[src/rtl/vga_pkg.sv]
// vga_pkg
//   Shared types and default 640x480@60 raster timing for the VGA pixel
//   output path (vga_timing_gen and vga_pixel_out).
//   Contents:
//     rgb_t      - 12-bit RGB444 colour {R[11:8],G[7:4],B[3:0]}
//     VGA_*      - default horizontal/vertical timing and sync window bounds
//     vga_ctl_t  - per-pixel control record carried down the alignment pipe
//     in_range() - half-open window decode helper
//   Optional feature macro: VGA_BORDER_EN (adds a border flag to vga_ctl_t).
package vga_pkg;

  typedef logic [11:0] rgb_t;

  // Horizontal timing in pixel ticks.
  localparam int VGA_H_ACTIVE     = 640;
  localparam int VGA_H_FP         = 16;
  localparam int VGA_H_SYNC       = 96;
  localparam int VGA_H_BP         = 48;
  localparam int VGA_H_TOTAL      = VGA_H_ACTIVE + VGA_H_FP + VGA_H_SYNC + VGA_H_BP;
  localparam int VGA_H_SYNC_START = VGA_H_ACTIVE + VGA_H_FP;
  localparam int VGA_H_SYNC_END   = VGA_H_SYNC_START + VGA_H_SYNC;

  // Vertical timing in lines.
  localparam int VGA_V_ACTIVE     = 480;
  localparam int VGA_V_FP         = 10;
  localparam int VGA_V_SYNC       = 2;
  localparam int VGA_V_BP         = 33;
  localparam int VGA_V_TOTAL      = VGA_V_ACTIVE + VGA_V_FP + VGA_V_SYNC + VGA_V_BP;
  localparam int VGA_V_SYNC_START = VGA_V_ACTIVE + VGA_V_FP;
  localparam int VGA_V_SYNC_END   = VGA_V_SYNC_START + VGA_V_SYNC;

  // Upstream latency (pixel ticks) from x/y out to colour/select back.
  localparam int VGA_PIPE_LAT     = 2;
  localparam int VGA_PIPE_LAT_MAX = 7;

  localparam rgb_t RGB_BLACK = 12'h000;
  localparam rgb_t RGB_WHITE = 12'hFFF;

  // Everything about a pixel that has to wait for its colour to come back.
  typedef struct packed {
    logic active;
    logic hs;
    logic vs;
`ifdef VGA_BORDER_EN
    logic border;
`endif
  } vga_ctl_t;

  // Blank, no sync: what the pipe holds after reset.
  localparam vga_ctl_t CTL_IDLE = '0;

  // True when lo <= v < hi.
  function automatic logic in_range(input logic [9:0] v,
                                    input logic [9:0] lo,
                                    input logic [9:0] hi);
    return (v >= lo) && (v < hi);
  endfunction

endpackage

[src/rtl/vga_timing_gen.sv]
// vga_timing_gen
//   Raster counters for the VGA output path. Counts x across a line and y
//   down a frame, advancing only on pix_en ticks, and decodes the current
//   coordinate into active-video and raw sync flags.
//   Optional feature macro: VGA_BORDER_EN adds the o_border decode output.
// Ports
//   i_clk          in   1   system clock
//   i_rst          in   1   synchronous active-high reset
//   i_pix_en       in   1   pixel-rate enable
//   o_x            out  10  horizontal count 0..H_TOTAL-1 (registered)
//   o_y            out  10  vertical count 0..V_TOTAL-1 (registered)
//   o_frame_start  out  1   one-clk pulse after the tick that consumed (0,0)
//   o_active       out  1   (x,y) lies in the visible area
//   o_hs_raw       out  1   x lies inside the horizontal sync window
//   o_vs_raw       out  1   y lies inside the vertical sync window
//   o_border       out  1   (VGA_BORDER_EN only) visible pixel on the edge
module vga_timing_gen
  import vga_pkg::*;
#(
  parameter int H_ACTIVE = VGA_H_ACTIVE,
  parameter int H_FP     = VGA_H_FP,
  parameter int H_SYNC   = VGA_H_SYNC,
  parameter int H_BP     = VGA_H_BP,
  parameter int V_ACTIVE = VGA_V_ACTIVE,
  parameter int V_FP     = VGA_V_FP,
  parameter int V_SYNC   = VGA_V_SYNC,
  parameter int V_BP     = VGA_V_BP
) (
  input  logic       i_clk,
  input  logic       i_rst,
  input  logic       i_pix_en,
  output logic [9:0] o_x,
  output logic [9:0] o_y,
  output logic       o_frame_start,
  output logic       o_active,
  output logic       o_hs_raw,
  output logic       o_vs_raw
`ifdef VGA_BORDER_EN
  ,
  output logic       o_border
`endif
);

  localparam int H_TOTAL = H_ACTIVE + H_FP + H_SYNC + H_BP;
  localparam int V_TOTAL = V_ACTIVE + V_FP + V_SYNC + V_BP;

  localparam logic [9:0] X_LAST   = 10'(H_TOTAL - 1);
  localparam logic [9:0] Y_LAST   = 10'(V_TOTAL - 1);
  localparam logic [9:0] X_ACT    = 10'(H_ACTIVE);
  localparam logic [9:0] Y_ACT    = 10'(V_ACTIVE);
  localparam logic [9:0] HS_START = 10'(H_ACTIVE + H_FP);
  localparam logic [9:0] HS_END   = 10'(H_ACTIVE + H_FP + H_SYNC);
  localparam logic [9:0] VS_START = 10'(V_ACTIVE + V_FP);
  localparam logic [9:0] VS_END   = 10'(V_ACTIVE + V_FP + V_SYNC);

  logic [9:0] r_x;
  logic [9:0] r_y;
  logic       r_frame_start;
  logic       w_x_last;
  logic       w_y_last;
  logic       w_active;
  logic       w_hs_raw;
  logic       w_vs_raw;

  assign w_x_last = (r_x == X_LAST);
  assign w_y_last = (r_y == Y_LAST);

  // Raster counters and frame-start pulse.
  always_ff @(posedge i_clk) begin
    if (i_rst) begin
      r_x           <= 10'd0;
      r_y           <= 10'd0;
      r_frame_start <= 1'b0;
    end else begin
      // Pulse is a single clk wide even though pix_en is sparse.
      r_frame_start <= i_pix_en && (r_x == 10'd0) && (r_y == 10'd0);
      if (i_pix_en) begin
        if (w_x_last) begin
          r_x <= 10'd0;
          if (w_y_last) begin
            r_y <= 10'd0;
          end else begin
            r_y <= r_y + 10'd1;
          end
        end else begin
          r_x <= r_x + 10'd1;
        end
      end
    end
  end

  // Decode the current coordinate into visibility and sync windows.
  always_comb begin
    w_active = (r_x < X_ACT) && (r_y < Y_ACT);
    w_hs_raw = in_range(r_x, HS_START, HS_END);
    w_vs_raw = in_range(r_y, VS_START, VS_END);
  end

`ifdef VGA_BORDER_EN
  localparam logic [9:0] X_ACT_LAST = 10'(H_ACTIVE - 1);
  localparam logic [9:0] Y_ACT_LAST = 10'(V_ACTIVE - 1);

  logic w_border;

  // Outermost ring of the visible area.
  always_comb begin
    w_border = w_active &&
               ((r_x == 10'd0) || (r_x == X_ACT_LAST) ||
                (r_y == 10'd0) || (r_y == Y_ACT_LAST));
  end

  assign o_border = w_border;
`endif

  assign o_x           = r_x;
  assign o_y           = r_y;
  assign o_frame_start = r_frame_start;
  assign o_active      = w_active;
  assign o_hs_raw      = w_hs_raw;
  assign o_vs_raw      = w_vs_raw;

endmodule

[src/rtl/vga_pixel_out.sv]
// vga_pixel_out
//   VGA back end sitting after the 12-bit layer selector. Publishes the
//   current raster coordinate, waits PIPE_LAT pixel ticks for the matching
//   background/foreground/select to come back, then muxes, blanks and
//   registers RGB444 together with HS/VS. Coordinate-to-pin latency is
//   PIPE_LAT+1 pixel ticks. PIPE_LAT is meaningful in 0..7.
//   Optional feature macro: VGA_BORDER_EN forces the outermost visible ring
//   to white, overriding sel.
// Ports
//   i_clk          in   1   system clock
//   i_rst          in   1   synchronous active-high reset
//   i_pix_en       in   1   pixel-rate enable; 0 holds every register
//   i_bg_rgb       in   12  background colour {R,G,B}
//   i_fg_rgb       in   12  foreground colour {R,G,B}
//   i_sel          in   1   1 selects fg, 0 selects bg
//   o_x            out  10  current h count (registered)
//   o_y            out  10  current v count (registered)
//   o_frame_start  out  1   one-clk pulse on the (0,0) tick
//   o_vga_r/g/b    out  4   colour outputs (registered)
//   o_vga_hs       out  1   horizontal sync (registered)
//   o_vga_vs       out  1   vertical sync (registered)
module vga_pixel_out
  import vga_pkg::*;
#(
  parameter int   H_ACTIVE = VGA_H_ACTIVE,
  parameter int   H_FP     = VGA_H_FP,
  parameter int   H_SYNC   = VGA_H_SYNC,
  parameter int   H_BP     = VGA_H_BP,
  parameter int   V_ACTIVE = VGA_V_ACTIVE,
  parameter int   V_FP     = VGA_V_FP,
  parameter int   V_SYNC   = VGA_V_SYNC,
  parameter int   V_BP     = VGA_V_BP,
  parameter logic SYNC_POL = 1'b0,
  parameter int   PIPE_LAT = VGA_PIPE_LAT
) (
  input  logic        i_clk,
  input  logic        i_rst,
  input  logic        i_pix_en,
  input  logic [11:0] i_bg_rgb,
  input  logic [11:0] i_fg_rgb,
  input  logic        i_sel,
  output logic [9:0]  o_x,
  output logic [9:0]  o_y,
  output logic        o_frame_start,
  output logic [3:0]  o_vga_r,
  output logic [3:0]  o_vga_g,
  output logic [3:0]  o_vga_b,
  output logic        o_vga_hs,
  output logic        o_vga_vs
);

  logic [9:0] w_x;
  logic [9:0] w_y;
  logic       w_frame_start;
  logic       w_active;
  logic       w_hs_raw;
  logic       w_vs_raw;
`ifdef VGA_BORDER_EN
  logic       w_border;
`endif

  vga_timing_gen #(
    .H_ACTIVE (H_ACTIVE),
    .H_FP     (H_FP),
    .H_SYNC   (H_SYNC),
    .H_BP     (H_BP),
    .V_ACTIVE (V_ACTIVE),
    .V_FP     (V_FP),
    .V_SYNC   (V_SYNC),
    .V_BP     (V_BP)
  ) u_timing (
    .i_clk         (i_clk),
    .i_rst         (i_rst),
    .i_pix_en      (i_pix_en),
    .o_x           (w_x),
    .o_y           (w_y),
    .o_frame_start (w_frame_start),
    .o_active      (w_active),
    .o_hs_raw      (w_hs_raw),
    .o_vs_raw      (w_vs_raw)
`ifdef VGA_BORDER_EN
    ,
    .o_border      (w_border)
`endif
  );

  vga_ctl_t w_ctl_raw;
  vga_ctl_t w_ctl_d;

  // Bundle the raw decodes for the current coordinate.
  always_comb begin
    w_ctl_raw        = CTL_IDLE;
    w_ctl_raw.active = w_active;
    w_ctl_raw.hs     = w_hs_raw;
    w_ctl_raw.vs     = w_vs_raw;
`ifdef VGA_BORDER_EN
    w_ctl_raw.border = w_border;
`endif
  end

  // The control flags wait here until the upstream colour for the same
  // coordinate arrives; clearing on reset keeps stale sync out of the pins.
  generate
    if (PIPE_LAT == 0) begin : g_no_pipe
      assign w_ctl_d = w_ctl_raw;
    end else begin : g_pipe
      vga_ctl_t r_pipe [PIPE_LAT];

      // pix_en-gated shift register of control records.
      always_ff @(posedge i_clk) begin
        if (i_rst) begin
          for (int i = 0; i < PIPE_LAT; i++) begin
            r_pipe[i] <= CTL_IDLE;
          end
        end else if (i_pix_en) begin
          r_pipe[0] <= w_ctl_raw;
          for (int i = 1; i < PIPE_LAT; i++) begin
            r_pipe[i] <= r_pipe[i-1];
          end
        end
      end

      assign w_ctl_d = r_pipe[PIPE_LAT-1];
    end
  endgenerate

  rgb_t w_pix_rgb;

  // Colour select; sel only matters inside the visible area.
  always_comb begin
    w_pix_rgb = RGB_BLACK;
    if (w_ctl_d.active) begin
`ifdef VGA_BORDER_EN
      if (w_ctl_d.border) begin
        w_pix_rgb = RGB_WHITE;
      end else if (i_sel) begin
        w_pix_rgb = i_fg_rgb;
      end else begin
        w_pix_rgb = i_bg_rgb;
      end
`else
      if (i_sel) begin
        w_pix_rgb = i_fg_rgb;
      end else begin
        w_pix_rgb = i_bg_rgb;
      end
`endif
    end else begin
      w_pix_rgb = RGB_BLACK;
    end
  end

  rgb_t r_rgb;
  logic r_hs;
  logic r_vs;

  // Output register: colour and sync leave together.
  always_ff @(posedge i_clk) begin
    if (i_rst) begin
      r_rgb <= RGB_BLACK;
      r_hs  <= ~SYNC_POL;
      r_vs  <= ~SYNC_POL;
    end else if (i_pix_en) begin
      r_rgb <= w_pix_rgb;
      r_hs  <= w_ctl_d.hs ? SYNC_POL : ~SYNC_POL;
      r_vs  <= w_ctl_d.vs ? SYNC_POL : ~SYNC_POL;
    end
  end

  assign o_x           = w_x;
  assign o_y           = w_y;
  assign o_frame_start = w_frame_start;
  assign o_vga_r       = r_rgb[11:8];
  assign o_vga_g       = r_rgb[7:4];
  assign o_vga_b       = r_rgb[3:0];
  assign o_vga_hs      = r_hs;
  assign o_vga_vs      = r_vs;

endmodule

[config.mk]
export PLATFORM = sky130hd
export DESIGN_NAME = vga_pixel_out
export DESIGN_NICKNAME = d
export VERILOG_FILES = /design/src/rtl/vga_pkg.sv /design/src/rtl/vga_timing_gen.sv /design/src/rtl/vga_pixel_out.sv
export SDC_FILE = /design/constraint.sdc
export NUM_CORES = 1
export LEC_CHECK = 0
export ABC_AREA = 0
export BUFFER_PORTS_ARGS = -buffer_cell sky130_fd_sc_hd__buf_2
export CORE_MARGIN = 4
export CORE_UTILIZATION = 50
export CTS_CLUSTER_DIAMETER = 120
export DETAILED_ROUTE_END_ITERATION = 8
export HOLD_SLACK_MARGIN = 0.06
export PLACE_DENSITY = 0.9
export SETUP_SLACK_MARGIN = 0.1
export SLEW_MARGIN = 0
export SYNTH_ARGS = -nofsm -noshare
export SYNTH_HDL_FRONTEND = slang
export SYNTH_SLANG_ARGS = --single-unit
[constraint.sdc]
create_clock -name i_clk -period 2.31 [get_ports i_clk]
set_clock_uncertainty 0.05 [all_clocks]
set_input_delay 0.3465 -clock i_clk [delete_from_list [all_inputs] [get_ports i_clk]]
set_output_delay 0.3465 -clock i_clk [all_outputs]
set_load 0.02 [all_outputs]
==> results of run 1 <==
logic make-up after synthesis:
kind of cell    after synthesis
flops                        41
xor+xnor                     10
buf+inv                      17
compound gates               35
simple gates                 93
fa+ha+maj                     5
mux                          12
cells in the mapped netlist, types with 2 or more instances:
| cell type | number | area (um^2) |
|---|---|---|
| clkbuf_1 | 3 | 11.3 |
| nor4_1 | 4 | 25.0 |
| and4_1 | 2 | 17.5 |
| and2_1 | 4 | 25.0 |
| nand3_1 | 9 | 45.0 |
| nor2_1 | 9 | 33.8 |
| mux2i_1 | 12 | 120 |
| nand2_1 | 28 | 105 |
| ha_1 | 5 | 62.6 |
| buf_2 | 3 | 15.0 |
| nand4_1 | 6 | 37.5 |
| dfxtp_1 | 35 | 701 |
| a21oi_1 | 10 | 50.1 |
| or4_1 | 2 | 15.0 |
| nand2b_1 | 3 | 18.8 |
| edfxtp_1 | 6 | 180 |
| xor2_1 | 5 | 43.8 |
| inv_1 | 7 | 26.3 |
| nor3_1 | 10 | 50.1 |
| o21ai_0 | 20 | 100 |
| and3_1 | 2 | 12.5 |
| or3_1 | 3 | 18.8 |
| xnor2_1 | 5 | 43.8 |
| nor2b_1 | 2 | 12.5 |
| o31ai_1 | 2 | 15.0 |
| nor4b_1 | 2 | 17.5 |
| buf_4 | 2 | 15.0 |
area by class of cell:
class	count	area, um^2
multi-input combinational	155	958
tap	48	60.1
fill	319	1330
clock inverter	2	15.0
inverter	7	26.3
sequential	41	881
timing repair buffer	64	325
clock buffer	6	93.8
through the flow:
stage               worst slack (ns)  hold WS, ns
finish                         0.272        0.271
global route                   0.206        0.284
CTS                            0.305        0.271
detailed placement             0.348        0.389
global placement               0.434        0.381
floorplan                      0.422        0.374
layer usage:
layer	global-route usage, %	wire length (um)	vias up
met5	0	0	-
met4	10.0	101	0
met3	5.90	338	8
met2	31.5	2180	66
met1	21.5	1860	804
li1	-	-	874
critical path: stages (launching register included):
cell	delay (ns)
dfxtp_1	0.42
ha_1	0.25
and4_1	0.38
nand3_4	0.16
or4b_1	0.54
a21oi_1	0.17
registers in the layout (all words and copies together) (netlist names):
signal and flops:
r_rgb 12, u_timing.o_x 10, u_timing.o_y 10, g_pipe.r_pipe 6
o_vga_hs 1, o_vga_vs 1, u_timing.o_frame_start 1
power by group:
group	total (mW)	switching [mW]	leakage [nW]	internal, mW
clock	0.543	0.262	0.0569	0.281
combinational	0.117	0.0670	0.611	0.0502
sequential	0.755	0.0134	0.350	0.742
total	1.42	0.342	1.02	1.07
how the worst max path moves through the flow:
stage	start	end	slack, ns	depth (start not counted)
global placement	i_pix_en	g_pipe.r_pipe[0][0]	0.43	3
finish	u_timing.o_x[0]	u_timing.o_y[4]	0.27	5
CTS	u_timing.o_x[0]	u_timing.o_y[4]	0.30	5
detailed placement	u_timing.o_x[0]	u_timing.o_y[4]	0.35	5
global route	u_timing.o_x[0]	u_timing.o_y[3]	0.21	5
floorplan	u_timing.o_x[0]	u_timing.o_y[6]	0.42	6
==> summary.md, run 1 <==
| Metric | Value |
|---|---|
| XOR/XNOR Fraction of Synth Area | 4.56% |
| RSZ-0062 raised after global routing | no |
| Hold Crit Start | i_bg_rgb[9] |
| I/O pin total | 63 |
| Synth async-reset ratio | 0% |
| Setup TNS | 0 ns |
| Placeable Area | 3690 um^2 |
| Slew at the pin with the worst max-slew slack | 0.868 ns |
| Final min period | 2.04 ns |
| # hold bufs at CTS | 0 |
| Post-Synth Simple-Gate Area | 26.1% |
| Final instance area | 2360 um^2 |
| Compound-Gate Fraction of Synth Area | 9.70% |
| Most frequent cells in the layout | buf_2 (62), dfxtp_1 (35), nand2_1 (28) |
| Endpoint, Worst Hold | r_rgb[9] |
| Post-synth top flop | dfxtp_1 |
| CTS max path bufs | 2 |
| Status | complete, no violations |
| DRT antenna net count | 0 |
| DR vias/cell | 5.42 |
| CTS sink cnt | about 40 |
| Cell area after synthesis | 1920 um^2 |
| Final wirelength | 4.48 mm |
| Pwr dens | around 600 nW/um^2 |
| CTS tree | built |
| Finished Layout Cells | 323 |
| TritonCTS buffer count | 5 |
| Tot GR Track Use | 18.9% |
| Routability cong. | 0.797 |
| FMAX | 491 MHz |
| Die W | approximately 70 um |
| Adder-cell share of the synthesized area | 3.26% |
| Worst slew margin | 42.0% |
| Reg clk slew, reported paths | 0.09 ns |
| FF-to-FF path depth | 5 |
| Vias in the first global route | roughly 1600 |
| Critical R2R Launch | u_timing.o_x[0] |
| First-pass GRT wire length | 7.48 mm |
| Clk Latency, worst-skew pair | 0.30 ns |
| Syn Area/Cell | 9.02 um^2 |
| Full die area | between 4000 and 5000 um^2 |
| Main combinational cell family by area after synthesis | simple AND/OR/NAND/NOR gates |
| Max Slew Vio Count | 0 |
| Hold Vio Cnt, Final | 0 |
| Largest net degree at the start of global routing | 17 |
| Crit-path max FO | 9 |
| Total power | about 1.4 mW |
| Area growth syn-to-layout | 22.8% |
| Post-synthesis register bit count | 41 |
| Initial antenna violation count | 0 |
| PostCTS Resize Cnt | 0 |
| Worst setup SP type | register |
| Die Span Y | 70.0 um |
| Initial Utilization | a little over half |
| Max-cap violations | 0 |
| ANT cells | 0 |
| Syn nets | 246 |
| Setup Buffers After CTS | 0 |
| Number of buffer cells added on primary ports | 62 |
| Peak supply drop | 0.337 mV |
| Multiplexer share of the synthesized area | between 6 and 7% |
| Setup violations, final | 0 |
| Via count | 1752 |
| Total Nets Final | 307 |
| Reg2reg setup slack | between 0.2 and 0.3 ns |
| Post-synthesis sequential area ratio | 45.8% |
| CP endpoint kind | register |
| DR DRC count | 0 |
| Drt first pass iters | 4 |
| Number of flops mapped to enable cells by yosys | 6 |
| Final core occ | between 60% and 70% |
| Placed Cells | 315 |
| DR iter-0 viols | 101 |
| Root Driver | clkbuf_8 |
| Arrival time of the worst setup path | around 2.2 ns |
| Commonest non-fill, non-tap cell in the layout | buf_2 |
| Fraction of layout cells with a size suffix above 1 | 27.6% |
| Yosys cell types | 39 |
| Area after DPL | approximately 2300 um^2 |
| Setup CP Type | reg -> reg |
| Critical R2R Capture | u_timing.o_y[4] |
| Hold depth | 3 |
| DP HPWL | 3.34 mm |
| Yosys warns | 0 |
| Fin crit share | 88.2% |
| CP required | between 2 and 2.5 ns |
| Leakage | 1.02 nW |
| Synth Instances | roughly 210 |
| GRT Residual Overflow | 0 |
| Drt wl/cell | 13.9 um |
| H-tree levels | 2 |
| Hold Crit Class | in -> reg |
| Cell row count | 22 |
Power figures use the tool's default switching activity.
==> inputs of run 2 (changes only) <==
--- a/config.mk
+++ b/config.mk
@@ -7,12 +7,12 @@
 export LEC_CHECK = 0
 export ABC_AREA = 0
 export BUFFER_PORTS_ARGS = -buffer_cell sky130_fd_sc_hd__buf_2
-export CORE_MARGIN = 4
-export CORE_UTILIZATION = 50
+export CORE_MARGIN = 3
+export CORE_UTILIZATION = 48
 export CTS_CLUSTER_DIAMETER = 120
 export DETAILED_ROUTE_END_ITERATION = 8
 export HOLD_SLACK_MARGIN = 0.06
-export PLACE_DENSITY = 0.9
+export PLACE_DENSITY = 0.87
 export SETUP_SLACK_MARGIN = 0.1
 export SLEW_MARGIN = 0
 export SYNTH_ARGS = -nofsm -noshare
==> constraint.sdc (replaced) <==
create_clock -name i_clk -period 2.31 [get_ports i_clk]
set_clock_uncertainty 0.05 [all_clocks]
set_input_delay 0.1155 -clock i_clk [delete_from_list [all_inputs] [get_ports i_clk]]
set_output_delay 0.1155 -clock i_clk [all_outputs]
set_load 0.02 [all_outputs]
==> summary.md, run 2 (synthesis results as in run 1) <==
| Metric | Value |
|---|---|
| Status | complete, no violations |
| FF-to-FF path depth | 5 |
| Setup Buffers After CTS | 0 |
| Hold depth | 3 |
| Sw power | between 300 and 400 uW |
| CTS sink cnt | 41 |
| Worst slew margin | 42.0% |
| Sw frac | 23.1% |
| Reg clk slew, reported paths | approximately 0.08 ns |
| Final wirelength | 4.32 mm |
| I/O pin total | 63 |
| Final min period | 2.01 ns |
| CP required | 2.48 ns |
| Clock power frac | 37.4% |
| Worst setup SP type | register |
| Drt wl/cell | 13.2 um |
| Leakage | 1.04 nW |
| Critical R2R Launch | u_timing.o_x[0] |
| Worst path cell trace | ha_1 > and4_1 > nand3_4 > or4_1 > a21oi_1 |
| GRT Residual Overflow | 0 |
| Max reg flops | 12 |
| Initial Utilization | 51.0% |
| Combinational group share of total power | 8.9% |
| Multi-input logic area | around 960 um^2 |
| Hold Crit Start | i_fg_rgb[7] |
| Max Slew Vio Count | 0 |
| CTS tree | built |
| Routability cong. | approximately 0.84 |
| Vias in the first global route | 1607 |
| DR vias/cell | 5.41 |
| Pwr dens | 583 nW/um^2 |
| Slew at the pin with the worst max-slew slack | 0.867 ns |
| TritonCTS buffer count | 5 |
| Hold Crit Class | in -> reg |
| Slowest cell delay on critical path | approximately 0.52 ns |
| PostCTS Resize Cnt | 0 |
| Reg2reg setup slack | 0.30 ns |
| Initial antenna violation count | 0 |
| Crit-path max FO | 9 |
| Most frequent cells in the layout | buf_2 (62), dfxtp_1 (35), nand2_1 (28) |
| RSZ-0062 raised after global routing | no |
| Area growth syn-to-layout | 25.4% |
| Total power | 1.40 mW |
| First-pass GRT wire length | between 7 and 8 mm |
| Seq pwr share | 53.7% |
| Placeable Area | 3770 um^2 |
| Number of buffer cells added on primary ports | just over 60 |
| Endpoint, Worst Hold | r_rgb[7] |
| Drt first pass iters | 4 |
| Critical R2R Capture | u_timing.o_y[6] |
| Die W | a little under 70 um |
| Root Driver | clkbuf_8 |
| DR DRC count | 0 |
| CTS max path bufs | 2 |
| Largest register by flop count | r_rgb |
| Pint | around 1.1 mW |
| DP HPWL | 3.17 mm |
| Slowest-stage cell, CP | or4_1 |
| FMAX | 499 MHz |
| Setup TNS | 0 ns |
| Full die area | about 4800 um^2 |
| Clk Latency, worst-skew pair | ~0.30 ns |
| FILL cells | 316 |
| Total Nets Final | 312 |
| Storage cell area | 881 um^2 |
| Die Span Y | 69.3 um |
| DR iter-0 viols | 56 |
| Setup CP Type | reg -> reg |
| Via count | 1774 |
| Max-cap violations | 0 |
| Fraction of layout cells with a size suffix above 1 | around a quarter |
| DRT antenna net count | 0 |
| Peak supply drop | 0.319 mV |
| Largest net degree at the start of global routing | 18 |
| CP endpoint kind | register |
| H-tree levels | 2 |
| Hold Vio Cnt, Final | 0 |
| ANT cells | 0 |
| Tot GR Track Use | 18.8% |
| Setup violations, final | 0 |
| Arrival time of the worst setup path | 2.17 ns |
| # hold bufs at CTS | 6 |
| Cell row count | 22 |
| Commonest non-fill, non-tap cell in the layout | buf_2 |
| Fin crit share | 86.8% |
[run 2: area by class of cell]
type	count	share of cell area (%)
clock buffers	7	4.05
clock inverters	1	0.363
inverters	7	1.09
multi-input cells	155	39.8
flip-flops and latches	41	36.6
well taps	48	2.49
repair buffers	69	15.7
[run 2: through the flow]
stage                     hold slack (ns)  setup WS [ns]  std cells  instance area (um^2)  util, %
after floorplan                     0.143          0.422        213                  1920        -
after global placement              0.348          0.428        314                  2240     59.5
after detailed placement            0.359          0.375        314                  2240     59.5
after CTS                          0.0618          0.327        328                  2410     63.9
after global routing               0.0764          0.203        328                  2410     63.9
final                              0.0581          0.305        328                  2410     63.9
[run 2: worst max path at each step]
stage / start / slack, ns / cells past startpoint / endpoint
floorplan: u_timing.o_x[0] / 0.42 / 6 / u_timing.o_y[6]
global placement: u_timing.o_x[0] / 0.43 / 5 / u_timing.o_y[6]
detailed placement: u_timing.o_x[0] / 0.37 / 5 / u_timing.o_y[6]
CTS: u_timing.o_x[0] / 0.33 / 5 / u_timing.o_y[6]
global route: u_timing.o_x[0] / 0.20 / 5 / u_timing.o_y[4]
finish: u_timing.o_x[0] / 0.30 / 5 / u_timing.o_y[6]
[run 2: power groups by stage]
stage | Sequential [mW] | Clock [mW] | Combinational, mW
after CTS | 0.754 | 0.539 | 0.126
after floorplan | 0.784 | 0 | 0.0543
final | 0.754 | 0.525 | 0.125
after detailed placement | 0.771 | 0 | 0.116
after global routing | 0.757 | 0.570 | 0.141
after global placement | 0.770 | 0 | 0.113
[run 2: worst max-delay path, delay by kind of cell (launching register included)]
family	cells	cell delay (ns)
and+or+nand+nor	3	1.06
DFF	1	0.41
adders and majority gates	1	0.24
AOI/OAI and AO/OA	1	0.16
[run 2: metal layers]
metal	GRT usage, %	vias up	part of all wire, %
met2	30.4	67	49
li1	-	890	-
met4	7.38	0	1.9
met3	5.36	10	7.2
met1	23.6	807	42
met5	0	-	0
